**src/rtl/pipe_ctrl_pkg.sv**
```systemverilog
// rtl/pipe_ctrl_pkg.sv - shared FSM states, forwarding selects and comparator helper
package pipe_ctrl_pkg;

  typedef enum logic [1:0] {
    ST_RUN      = 2'd0,
    ST_MEM_WAIT = 2'd1,
    ST_ERROR    = 2'd2
  } ctrl_state_e;

  localparam logic [1:0] FWD_RF    = 2'b00;
  localparam logic [1:0] FWD_EXMEM = 2'b10;
  localparam logic [1:0] FWD_MEMWB = 2'b01;

  localparam int MEM_TIMEOUT_DEFAULT = 15;

  // x0 is hardwired to zero, so it never produces a dependency.
  function automatic logic reg_hit(input logic [4:0] src, input logic [4:0] rd, input logic wr);
    return wr && (rd != 5'd0) && (src == rd);
  endfunction

endpackage

```
**src/rtl/pipe_fwd_unit.sv**
```systemverilog
// rtl/pipe_fwd_unit.sv - combinational source/destination comparators for forwarding and RAW detection
module pipe_fwd_unit
  import pipe_ctrl_pkg::*;
(
  input  logic [4:0] id_rs1_i,
  input  logic [4:0] id_rs2_i,
  input  logic       id_uses_rs1_i,
  input  logic       id_uses_rs2_i,
  input  logic [4:0] ex_rs1_i,
  input  logic [4:0] ex_rs2_i,
  input  logic [4:0] ex_rd_i,
  input  logic [4:0] mem_rd_i,
  input  logic [4:0] wb_rd_i,
  input  logic       ex_reg_write_i,
  input  logic       mem_reg_write_i,
  input  logic       wb_reg_write_i,
  input  logic       ex_mem_read_i,
  output logic [1:0] fwd_a_o,
  output logic [1:0] fwd_b_o,
  output logic       load_use_o,
  output logic       raw_hazard_o
);

  logic rs1_ex_hit, rs2_ex_hit;

  // EX/MEM holds the younger result, so it wins over MEM/WB.
  always_comb begin
    fwd_a_o = FWD_RF;
    if (reg_hit(ex_rs1_i, mem_rd_i, mem_reg_write_i))     fwd_a_o = FWD_EXMEM;
    else if (reg_hit(ex_rs1_i, wb_rd_i, wb_reg_write_i))  fwd_a_o = FWD_MEMWB;
    fwd_b_o = FWD_RF;
    if (reg_hit(ex_rs2_i, mem_rd_i, mem_reg_write_i))     fwd_b_o = FWD_EXMEM;
    else if (reg_hit(ex_rs2_i, wb_rd_i, wb_reg_write_i))  fwd_b_o = FWD_MEMWB;
  end

  assign rs1_ex_hit = id_uses_rs1_i && reg_hit(id_rs1_i, ex_rd_i, 1'b1);
  assign rs2_ex_hit = id_uses_rs2_i && reg_hit(id_rs2_i, ex_rd_i, 1'b1);
  assign load_use_o = ex_mem_read_i && (rs1_ex_hit || rs2_ex_hit);

  // WB matches are omitted: the register file writes before it is read.
  assign raw_hazard_o =
      (id_uses_rs1_i && (reg_hit(id_rs1_i, ex_rd_i, ex_reg_write_i) ||
                         reg_hit(id_rs1_i, mem_rd_i, mem_reg_write_i))) ||
      (id_uses_rs2_i && (reg_hit(id_rs2_i, ex_rd_i, ex_reg_write_i) ||
                         reg_hit(id_rs2_i, mem_rd_i, mem_reg_write_i)));

endmodule

```
**src/rtl/pipeline_hazard_ctrl.sv**
```systemverilog
// rtl/pipeline_hazard_ctrl.sv - stall/flush/forward controller for the 5-stage pipeline; FWD_EN enables forwarding
module pipeline_hazard_ctrl
  import pipe_ctrl_pkg::*;
#(
  parameter int MEM_TIMEOUT = MEM_TIMEOUT_DEFAULT,
  parameter int CNT_W       = 16
) (
  input  logic             clk,
  input  logic             reset,
  input  logic [4:0]       id_rs1,
  input  logic [4:0]       id_rs2,
  input  logic             id_uses_rs1,
  input  logic             id_uses_rs2,
  input  logic [4:0]       ex_rs1,
  input  logic [4:0]       ex_rs2,
  input  logic [4:0]       ex_rd,
  input  logic [4:0]       mem_rd,
  input  logic [4:0]       wb_rd,
  input  logic             ex_reg_write,
  input  logic             mem_reg_write,
  input  logic             wb_reg_write,
  input  logic             ex_mem_read,
  input  logic             ex_branch_taken,
  input  logic             dmem_req,
  input  logic             dmem_ready,
  output logic             pc_en,
  output logic             ifid_en,
  output logic             idex_en,
  output logic             exmem_en,
  output logic             memwb_en,
  output logic             ifid_flush,
  output logic             idex_flush,
  output logic             memwb_bubble,
  output logic [1:0]       fwd_a,
  output logic [1:0]       fwd_b,
  output logic             mem_timeout_err,
  output logic [CNT_W-1:0] stall_count
);

  localparam int WAIT_W = $clog2(MEM_TIMEOUT + 1);

  ctrl_state_e       state_q;
  logic [WAIT_W-1:0] wait_q;
  logic [CNT_W-1:0]  stall_q;
  logic [1:0]        fwd_a_raw, fwd_b_raw;
  logic              load_use, raw_hazard, hazard_stall, mem_hold, fwd_en;

  pipe_fwd_unit u_fwd (
    .id_rs1_i        (id_rs1),
    .id_rs2_i        (id_rs2),
    .id_uses_rs1_i   (id_uses_rs1),
    .id_uses_rs2_i   (id_uses_rs2),
    .ex_rs1_i        (ex_rs1),
    .ex_rs2_i        (ex_rs2),
    .ex_rd_i         (ex_rd),
    .mem_rd_i        (mem_rd),
    .wb_rd_i         (wb_rd),
    .ex_reg_write_i  (ex_reg_write),
    .mem_reg_write_i (mem_reg_write),
    .wb_reg_write_i  (wb_reg_write),
    .ex_mem_read_i   (ex_mem_read),
    .fwd_a_o         (fwd_a_raw),
    .fwd_b_o         (fwd_b_raw),
    .load_use_o      (load_use),
    .raw_hazard_o    (raw_hazard)
  );

`ifdef FWD_EN
  assign fwd_en = 1'b1;
`else
  assign fwd_en = 1'b0;
`endif

  assign hazard_stall = load_use || (raw_hazard && !fwd_en);
  assign fwd_a        = (reset && fwd_en) ? fwd_a_raw : FWD_RF;
  assign fwd_b        = (reset && fwd_en) ? fwd_b_raw : FWD_RF;

  // The freeze starts in the very cycle the access misses, so the MEM instruction never slips.
  assign mem_hold = ((state_q == ST_RUN) && dmem_req && !dmem_ready) ||
                    ((state_q == ST_MEM_WAIT) && !dmem_ready);

  always_comb begin
    pc_en        = 1'b1;
    ifid_en      = 1'b1;
    idex_en      = 1'b1;
    exmem_en     = 1'b1;
    memwb_en     = 1'b1;
    ifid_flush   = 1'b0;
    idex_flush   = 1'b0;
    memwb_bubble = 1'b0;
    if (!reset || (state_q == ST_ERROR)) begin
      {pc_en, ifid_en, idex_en, exmem_en, memwb_en} = 5'b00000;
      memwb_bubble = 1'b1;
    end else if (mem_hold) begin
      {pc_en, ifid_en, idex_en, exmem_en} = 4'b0000;
      memwb_bubble = 1'b1;
    end else if (ex_branch_taken) begin
      ifid_flush = 1'b1;
      idex_flush = 1'b1;
    end else if (hazard_stall) begin
      pc_en      = 1'b0;
      ifid_en    = 1'b0;
      idex_flush = 1'b1;
    end
  end

  assign mem_timeout_err = (state_q == ST_ERROR);
  assign stall_count     = stall_q;

  always_ff @(negedge clk or negedge reset) begin
    if (!reset) begin
      state_q <= ST_RUN;
      wait_q  <= '0;
      stall_q <= '0;
    end else begin
      if (!pc_en && (state_q != ST_ERROR) && (stall_q != '1))
        stall_q <= stall_q + CNT_W'(1);
      case (state_q)
        ST_RUN: begin
          if (dmem_req && !dmem_ready) begin
            wait_q  <= WAIT_W'(1);
            state_q <= (MEM_TIMEOUT <= 1) ? ST_ERROR : ST_MEM_WAIT;
          end
        end
        ST_MEM_WAIT: begin
          if (dmem_ready) begin
            wait_q  <= '0;
            state_q <= ST_RUN;
          end else begin
            wait_q <= wait_q + WAIT_W'(1);
            if (wait_q + WAIT_W'(1) == WAIT_W'(MEM_TIMEOUT))
              state_q <= ST_ERROR;
          end
        end
        ST_ERROR: state_q <= ST_ERROR;
        default:  state_q <= ST_RUN;
      endcase
    end
  end

endmodule

```
**config.mk**
```make
export PLATFORM = sky130hd
export DESIGN_NAME = pipeline_hazard_ctrl
export DESIGN_NICKNAME = d
export VERILOG_FILES = /design/src/rtl/pipe_ctrl_pkg.sv /design/src/rtl/pipe_fwd_unit.sv /design/src/rtl/pipeline_hazard_ctrl.sv
export SDC_FILE = /design/constraint.sdc
export NUM_CORES = 1
export LEC_CHECK = 0
export BUFFER_PORTS_ARGS = -buffer_cell sky130_fd_sc_hd__clkbuf_2
export CAP_MARGIN = 20
export CELL_PAD_IN_SITES_DETAIL_PLACEMENT = 0
export CELL_PAD_IN_SITES_GLOBAL_PLACEMENT = 1
export CORE_AREA = 2 2 62 93
export DETAILED_ROUTE_END_ITERATION = 7
export DIE_AREA = 0 0 64 95
export GPL_ROUTABILITY_DRIVEN = 0
export PLACE_DENSITY_LB_ADDON = 0.1
export SLEW_MARGIN = 20
export SYNTH_ARGS = -nofsm -noshare
export SYNTH_HDL_FRONTEND = slang
export SYNTH_HIERARCHICAL = 1
export SYNTH_SLANG_ARGS = --single-unit
```
**constraint.sdc**
```tcl
create_clock -name clk -period 2.6 [get_ports clk]
set_input_delay 0.26 -clock clk [delete_from_list [all_inputs] [get_ports clk]]
set_output_delay 0.26 -clock clk [all_outputs]
set_load 0.1 [all_outputs]
```
==> Word-level counts from Yosys, hierarchy flattened <==
Index checks and enable logic that the tools add are counted.
{ "totals": {"regBits": 22, "input_bits": 46, "output_inout_bits": 29, "elab_cells": 74} }
{ "classes": {"add_sub_neg": 2, "eq_ne": 11, "muxes": 23, "n_reduce_logical": 35} }
{ "ops": {"columns": ["op", "n"], "rows": [
  ["$eq 5x5->1", 4],
  ["$logic_and 1x1->1", 19],
  ["$add 16x1->16 const B", 1],
  ["$mux 1", 16],
  ["$ne 16x16->1 const B", 1],
  ["$reduce_bool 5->1", 2],
  ["$mux 4", 2],
  ["$pmux 4 s2", 1],
  ["$logic_or 1x1->1", 7],
  ["$mux 2", 3],
  ["$pmux 2 s3", 1],
  ["$add 4x1->4 const B", 1],
  ["$eq 4x4->1 const B", 1],
  ["$reduce_and 2->1", 2],
  ["$logic_not 1->1", 3],
  ["$ne 3x2->1 const B", 1],
  ["$eq 2x1->1 const B", 1],
  ["$eq 2x2->1 const B", 1],
  ["$logic_not 2->1", 1],
  ["$ne 2x1->1 const B", 1],
  ["$ne 2x2->1 const B", 1],
  ["$reduce_bool 2->1", 1]
]} }

==> Longest topological paths before layout <==
Gate-level depths: netlist of the first run.
{ "depth": {"word_depth": 14, "mapped_depth": 10, "ltp_nobuf": 9} }

==> Cells and area by module <==
Netlist of the first run, hierarchy kept.
{ "by_module_without_submodules": {"columns": ["module", "n_inst", "cells_each", "area_each_um2", "seq_area_each_um2"], "rows": [
  ["pipeline_hazard_ctrl", 1, 129, 1238.7, 550.5],
  ["pipe_fwd_unit", 1, 73, 566.8, 0.0]
]} }

==> reports/qor.yml, run 1 <==
grt:
  grt_pass1_vias: 1631
  antenna_found_initial: 0
  grt-ovfl-total: 0
  grtUsageTotal: 0.152
  grt_pass1_wl_um: 7300
  grt_max_degree: 24
setup_path:
  critPathTopFamily: "compound AO/OA/AOI/OAI gates"
  slowest_stage: "or4_4"
  cp_max_fo: 6
  cp-end-kind: "register"
  r2r_end: "stall_count[9]"
  path_class: "input pin to register"
  cp_cell_sequence: "buf_6 -> or4_4 -> o21ai_4 -> inv_1 -> a32o_2 -> o21bai_4 -> o2111ai_4 -> buf_4 -> nand3_4 -> nor3_2 -> xor2_1"
  slowest_delay_ns: 0.54
  start_kind: "input pin"
  r2r_start: "stall_count[12]"
  worstPathRequired_ns: 1.42
  worst-path-buf-inv: 3
  ff2ff_setup_slack_ns: 0.43
  critical_path_depth: 11
  reg2reg_depth: 6
  crit_arrival_ns: 2.06
die:
  io_pins: 75
  dieWidth_um: 64
  rows: 33
  die_h_um: 95
  initial_core_util: 0.292
  design.core.area_um2: 5330
  die-area_um2: 6080
timing:
  slew_violations: 0
  fin_tns_setup_ns: -13.61
  skew_ns: 0.00257
  holdWs_ns: 0.496
  rsz0062_at_grt: "true"
  hold_viol_final: 0
  fin_ws_ns: -0.637
  final-setup-viol-count: 25
synthesis:
  yosysWarnings: 6
  syn_avg_cell_area_um2: 9.04
  syn_inst: 172
  syn_area_um2: 1560
power:
  worst_ir_drop_vdd_mv: 0.269
  power.leakage_nw: 1.29
  finalPower_mw: 0.803
  cellPowerDensity_nw_per_um2: 282
final_layout:
  syn_to_final_growth_pct: 82.9
  antenna_cells: 0
  drive_gt1_frac: 0.522
  final_cells: 340
  final_common_cell: "buf_4"
  nets: 320
  final_cell_mix: "buf_4, clkbuf_2, xnor2_1, buf_12, dfrtn_1"
  nFillCells: 491
clocking:
  holdBufCountCts: 0
  clk_latency_ns: 0.28
  clkSinkCount: 22
  clk_path_buf_depth: 2
  cts_tree: "done"
  cts_buffers: 3
  ctsHtreeMaxLevel: 1
  path_clk_slew_ns: 0.05
  root_buffer: "clkbuf_8"
placement:
  dp_hpwl_um: 3520
  post-place-ws_ns: -1.05
  numPortBuffers: 54
  place_inst: 319
min_path:
  holdPathEnd: "stall_count[14]"
  hold_path_depth: 1
  hold_path.class: "register to register"
  holdCritStartpoint: "stall_count[14]"
routing:
  drtIter0Drc: 39
  drt_pass1_iterations: 4
  via_count: 1564
  routedWlPerCell_um: 13.1
  ant_nets: 0
  post-route-drc-count: 0
  vias_per_cell: 4.60
  wl_um: 4460
run_status:
  failed_checks: "negative setup slack"
  status: "finished, violations left"
flow_run:
  drv_cap: 0
==> cell type report <==
cell class / count / area, µm² / share of cell area
Clock buffer: 3 / 41.3 / 0.0145
Clock inverter: 1 / 30.0 / 0.0106
Inverter: 7 / 37.5 / 0.0132
Multi-Input combinational cell: 134 / 1050 / 0.370
Sequential cell: 22 / 551 / 0.194
Tap cell: 70 / 87.6 / 0.0308
Timing Repair Buffer: 103 / 1050 / 0.368
==> worst reg2reg max path, stage by stage (launching register included) <==
cell and delay [ns]:
dfrtn_1 0.54, buf_4 0.16, nand4_1 0.23, or4_1 0.66, and3_4 0.25, nand3b_1 0.11, xnor2_1 0.08
==> sequential cells by signal (all words and copies together), names as in the netlist <==
signal and cells:
stall_count 16, wait_q 4, state_q 2
==> layer usage <==
layer	GRT usage	vias to the layer above	wire, µm
li1	-	773	-
met1	0.156	744	1550
met2	0.308	42	2670
met3	0.0179	5	186
met4	0.0489	0	59
met5	0	-	0
==> through the flow <==
step | cell area [µm²] | utilization
after global placement | 2500 | 0.469
after global routing | 2840 | 0.534
after floorplan | 1630 | -
after detailed placement | 2500 | 0.469
after CTS | 2720 | 0.510
final | 2840 | 0.534
==> worst max path at each step <==
stage	from	end	slack [ns]
after floorplan	state_q[1]	idex_en	-1.02
after global placement	mem_rd[1]	stall_count[13]	-1.02
after detailed placement	mem_rd[1]	stall_count[13]	-1.05
after CTS	mem_rd[3]	stall_count[9]	-0.66
after global routing	mem_rd[3]	stall_count[8]	-0.71
final	mem_rd[3]	stall_count[5]	-0.64
==> power by group <==
| group | switching [mW] | leakage, nW | internal [mW] |
|---|---|---|---|
| logic | 0.0779 | 0.947 | 0.0610 |
| clock network | 0.115 | 0.0357 | 0.206 |
| registers | 0 | 0.302 | 0.344 |
==> what timing repair did <==
item,in CTS,in global routing
setup endpoints to repair,27,28
pin swaps,16,10
resized for setup,21,17
setup buffers,10,10
Note: power is estimated with default switching activity, not from simulation.
==> run 2: changes to the inputs <==
--- a/config.mk
+++ b/config.mk
@@ -14,7 +14,7 @@
 export DIE_AREA = 0 0 64 95
 export GPL_ROUTABILITY_DRIVEN = 0
 export PLACE_DENSITY_LB_ADDON = 0.1
-export SLEW_MARGIN = 20
+export SKIP_LAST_GASP = 1
 export SYNTH_ARGS = -nofsm -noshare
 export SYNTH_HDL_FRONTEND = slang
 export SYNTH_HIERARCHICAL = 1
==> reports/qor.yml, run 2 (synthesis results as in run 1) <==
run_status:
  status: "finished, violations left"
  failed_checks: "negative setup slack"
power:
  worst_ir_drop_vdd_mv: 0.269
  power.leakage_nw: 1.28
  cellPowerDensity_nw_per_um2: 283
clocking:
  ctsHtreeMaxLevel: 1
  path_clk_slew_ns: 0.06
  root_buffer: "clkbuf_8"
  clk_latency_ns: 0.28
  clkSinkCount: 22
  cts_buffers: 3
  cts_tree: "done"
  holdBufCountCts: 0
  clk_path_buf_depth: 2
final_layout:
  final_cell_mix: "buf_4, xnor2_1, clkbuf_2, buf_12, dfrtn_1"
  final_common_cell: "buf_4"
  largest_reg_flops: 16
  nets: 320
  antenna_cells: 0
  nFillCells: 489
  syn_to_final_growth_pct: 82.4
  final_cells: 340
  multi_input_area_um2: 1040
  drive_gt1_frac: 0.519
  seq_area_um2: 551
setup_path:
  r2r_end: "stall_count[9]"
  worstPathRequired_ns: 1.42
  crit_arrival_ns: 2.06
  cp_max_fo: 6
  path_class: "input pin to register"
  cp-end-kind: "register"
  reg2reg_depth: 6
  start_kind: "input pin"
  r2r_start: "stall_count[12]"
  ff2ff_setup_slack_ns: 0.43
grt:
  grt_max_degree: 24
  antenna_found_initial: 0
  grtUsageTotal: 0.152
  grt-ovfl-total: 0
  grt_pass1_vias: 1628
  grt_pass1_wl_um: 7290
timing:
  final-setup-viol-count: 25
  hold_viol_final: 0
  holdWs_ns: 0.496
  skew_ns: 0.00307
  rsz0062_at_grt: "true"
  slew_violations: 0
  fin_ws_ns: -0.638
  fin_tns_setup_ns: -13.65
min_path:
  holdPathEnd: "stall_count[14]"
  hold_path_depth: 1
  holdCritStartpoint: "stall_count[14]"
  hold_path.class: "register to register"
placement:
  dp_hpwl_um: 3520
  place_inst: 319
  numPortBuffers: 54
routing:
  wl_um: 4450
  drtIter0Drc: 25
  vias_per_cell: 4.59
  routedWlPerCell_um: 13.1
  ant_nets: 0
  post-route-drc-count: 0
  drt_pass1_iterations: 4
  via_count: 1561
die:
  die_h_um: 95
  io_pins: 75
  die-area_um2: 6080
  rows: 33
  design.core.area_um2: 5330
  initial_core_util: 0.292
  dieWidth_um: 64
flow_run:
  drv_cap: 0
## run 2: cell count changes in the layout (fill, tap and decap cells not counted)
cell     before  now
xnor2_1      27   28
xnor2_2       3    2
## run 2: through the flow
step | util | area, µm² | total power [mW] | worst slack [ns]
after floorplan | - | 1630 | 0.428 | -1.02
after global placement | 0.469 | 2500 | 0.477 | -1.02
after detailed placement | 0.469 | 2500 | 0.478 | -1.05
after CTS | 0.510 | 2720 | 0.806 | -0.658
after global routing | 0.533 | 2840 | 0.831 | -0.714
final | 0.533 | 2840 | 0.803 | -0.638
## run 2: cell type report
cell class | count | share of cell area
sequential | 22 | 0.194
inverter | 7 | 0.0132
clock buffer | 3 | 0.0146
multi-input combinational | 134 | 0.368
timing repair buffer | 103 | 0.369
tap | 70 | 0.0309
clock inverter | 1 | 0.0106
## run 2: where the power goes
group	total (mW)	internal [mW]	switching (mW)	leakage, nW
Combinational	0.137	0.0601	0.0772	0.942
Sequential	0.344	0.344	0	0.302
Clock	0.322	0.206	0.116	0.0357
## run 2: timing repair
action	CTS	global route
pin swaps	15	10
resized for setup	21	16
setup endpoints to repair	27	28
buffers inserted	10	10
## run 2: routing by layer
metal  track usage  vias up  wire length [µm]
li1              -      773                 -
met1         0.155      745              1570
met2         0.308       38              2640
met3        0.0179        5               172
met4        0.0489        0                59
met5             0        -                 0
## run 2: worst max-delay path by stage
stage                     startpoint  depth (start not counted)         endpoint  slack, ns
final                      mem_rd[3]                         11   stall_count[5]      -0.64
after detailed placement   mem_rd[1]                         10  stall_count[13]      -1.05
after global routing       mem_rd[3]                         10   stall_count[8]      -0.71
after CTS                  mem_rd[3]                         10   stall_count[9]      -0.66
after floorplan           state_q[1]                          6          idex_en      -1.02
after global placement     mem_rd[1]                         10  stall_count[13]      -1.02
## run 2: worst max-delay path: stages
cell and delay, ns:
buf_6 0.09, or4_4 0.54, o21ai_4 0.12, inv_1 0.05, a32o_2 0.24, o21bai_4 0.13, o2111ai_4 0.18, buf_4 0.19
nand3_4 0.07, nor3_2 0.05, xor2_1 0.14
==> run 3: changes to the inputs <==
--- a/config.mk
+++ b/config.mk
@@ -7,13 +7,10 @@
 export LEC_CHECK = 0
 export BUFFER_PORTS_ARGS = -buffer_cell sky130_fd_sc_hd__clkbuf_2
 export CAP_MARGIN = 20
-export CELL_PAD_IN_SITES_DETAIL_PLACEMENT = 0
-export CELL_PAD_IN_SITES_GLOBAL_PLACEMENT = 1
-export CORE_AREA = 2 2 62 93
+export CORE_AREA = 2 2 61 91
 export DETAILED_ROUTE_END_ITERATION = 7
-export DIE_AREA = 0 0 64 95
+export DIE_AREA = 0 0 63 93
 export GPL_ROUTABILITY_DRIVEN = 0
-export PLACE_DENSITY_LB_ADDON = 0.1
 export SKIP_LAST_GASP = 1
 export SYNTH_ARGS = -nofsm -noshare
 export SYNTH_HDL_FRONTEND = slang
==> reports/qor.yml, run 3 (synthesis results as in run 1) <==
power:
  switching_share: 0.268
  pwr-share-seq: 0.503
  worst_ir_drop_vdd_mv: 0.300
  cellPowerDensity_nw_per_um2: 254
  netSwitchingPower_mw: 0.183
  pwr-share-comb: 0.188
  power.leakage_nw: 1.20
  clkPwrFrac: 0.309
  internal_power_mw: 0.501
final_layout:
  nets: 310
  antenna_cells: 0
  final_common_cell: "buf_4"
  final_cell_mix: "buf_4, xnor2_1, clkbuf_2, buf_12, dfrtn_1"
  drive_gt1_frac: 0.486
  syn_to_final_growth_pct: 73.0
  fin_area_um2: 2690
  largest_reg_flops: 16
timing:
  rsz0062_at_grt: "true"
  skew_ns: 0.00231
  fin_tns_setup_ns: -13.41
  holdWs_ns: 0.496
  final-setup-viol-count: 25
  slew_violations: 0
  fin_ws_ns: -0.634
  hold_viol_final: 0
clocking:
  ctsHtreeMaxLevel: 1
  clk_path_buf_depth: 2
  cts_tree: "done"
  clkSinkCount: 22
  root_buffer: "clkbuf_8"
  clk_latency_ns: 0.27
  path_clk_slew_ns: 0.05
  cts_buffers: 3
setup_path:
  cp_cell_sequence: "buf_6 -> or4_4 -> o21ai_4 -> inv_1 -> a32o_2 -> o21bai_4 -> o2111ai_4 -> buf_6 -> nand4b_4 -> or2_1 -> xnor2_1"
  start_kind: "input pin"
  critPathTopFamily: "simple AND/OR/NAND/NOR gates"
  worst-path-buf-inv: 3
  worstPathRequired_ns: 1.42
  cpMostUsedCell: "buf_6"
  crit_arrival_ns: 2.05
  cp-end-kind: "register"
  path_class: "input pin to register"
  slowest_delay_ns: 0.54
  cp_max_fo: 6
  slowest_stage: "or4_4"
  ff2ff_setup_slack_ns: 0.46
routing:
  drt_pass1_iterations: 4
  post-route-drc-count: 0
  routedWlPerCell_um: 12.8
  via_count: 1537
  wl_um: 4180
  drtIter0Drc: 44
  ant_nets: 0
  vias_per_cell: 4.70
grt:
  grt_pass1_wl_um: 7130
  grt_max_degree: 24
  grtUsageTotal: 0.150
  grt-ovfl-total: 0
  antenna_found_initial: 0
  grt_pass1_vias: 1592
flow_run:
  drv_cap: 0
run_status:
  status: "finished, violations left"
  failed_checks: "negative setup slack"
die:
  initial_core_util: 0.306
  io_pins: 75
  die_h_um: 93
  dieWidth_um: 63
  design.core.area_um2: 5080
  rows: 32
  die-area_um2: 5860
placement:
  numPortBuffers: 54
  placed_area_um2: 2470
  post-place-ws_ns: -1.05
  dp_hpwl_um: 3120
min_path:
  hold_path.class: "register to register"
run 3: per-layer routing:
| layer | wire length (µm) | share of wire | GRT usage |
|---|---|---|---|
| met5 | 0 | 0 | 0 |
| met2 | 2130 | 0.51 | 0.277 |
| met3 | 268 | 0.064 | 0.0265 |
| met4 | 77 | 0.018 | 0.0500 |
| met1 | 1700 | 0.41 | 0.173 |
run 3: worst register-to-register path, delay by kind of cell (launching register included):
family	cells	cell delay, ns
DFF	1	0.47
xor gates and xnor gates	1	0.12
buffers and inverters	1	0.16
adders and majority gates	1	0.22
and+or+nand+nor	4	1.01
run 3: worst paths after layout:
path	start	end	depth (start not counted)
min in group asynchronous	reset	stall_count[10]	2
setup reg to reg	stall_count[0]	stall_count[14]	7
hold reg to reg	stall_count[15]	stall_count[15]	1
setup / recovery	mem_rd[3]	stall_count[14]	11
hold / removal	stall_count[15]	stall_count[15]	1
max in group asynchronous	reset	wait_q[3]	2
run 3: per-stage QoR:
stage	utilization	instances	total power, mW
floorplan	-	175	0.428
global placement	0.485	313	0.471
detailed placement	0.485	313	0.473
CTS	0.517	322	0.684
global route	0.529	327	0.717
finish	0.529	327	0.684
run 3: power groups by stage:
| stage | Combinational (mW) | Clock (mW) | Sequential [mW] |
|---|---|---|---|
| 2_1_floorplan | 0.0782 | 0 | 0.350 |
| 3_3_place_gp | 0.121 | 0 | 0.350 |
| 3_5_place_dp | 0.123 | 0 | 0.350 |
| 4_1_cts | 0.126 | 0.214 | 0.344 |
| 5_1_grt | 0.139 | 0.234 | 0.344 |
| 6_report | 0.129 | 0.211 | 0.344 |
run 3: final cells by class:
class	count	area, µm²
repair buffers	93	967
well taps	68	85.1
clock buffers	3	41.3
fillers	462	2390
inverters	7	35.0
flip-flops and latches	22	551
multi-input cells	134	1010
run 3: repair_timing:
action,4_1_cts,5_1_grt
gates resized for setup,21,7
buffers inserted,7,6
setup endpoints to repair,27,29
hold buffers,0,0
pin swaps,10,3
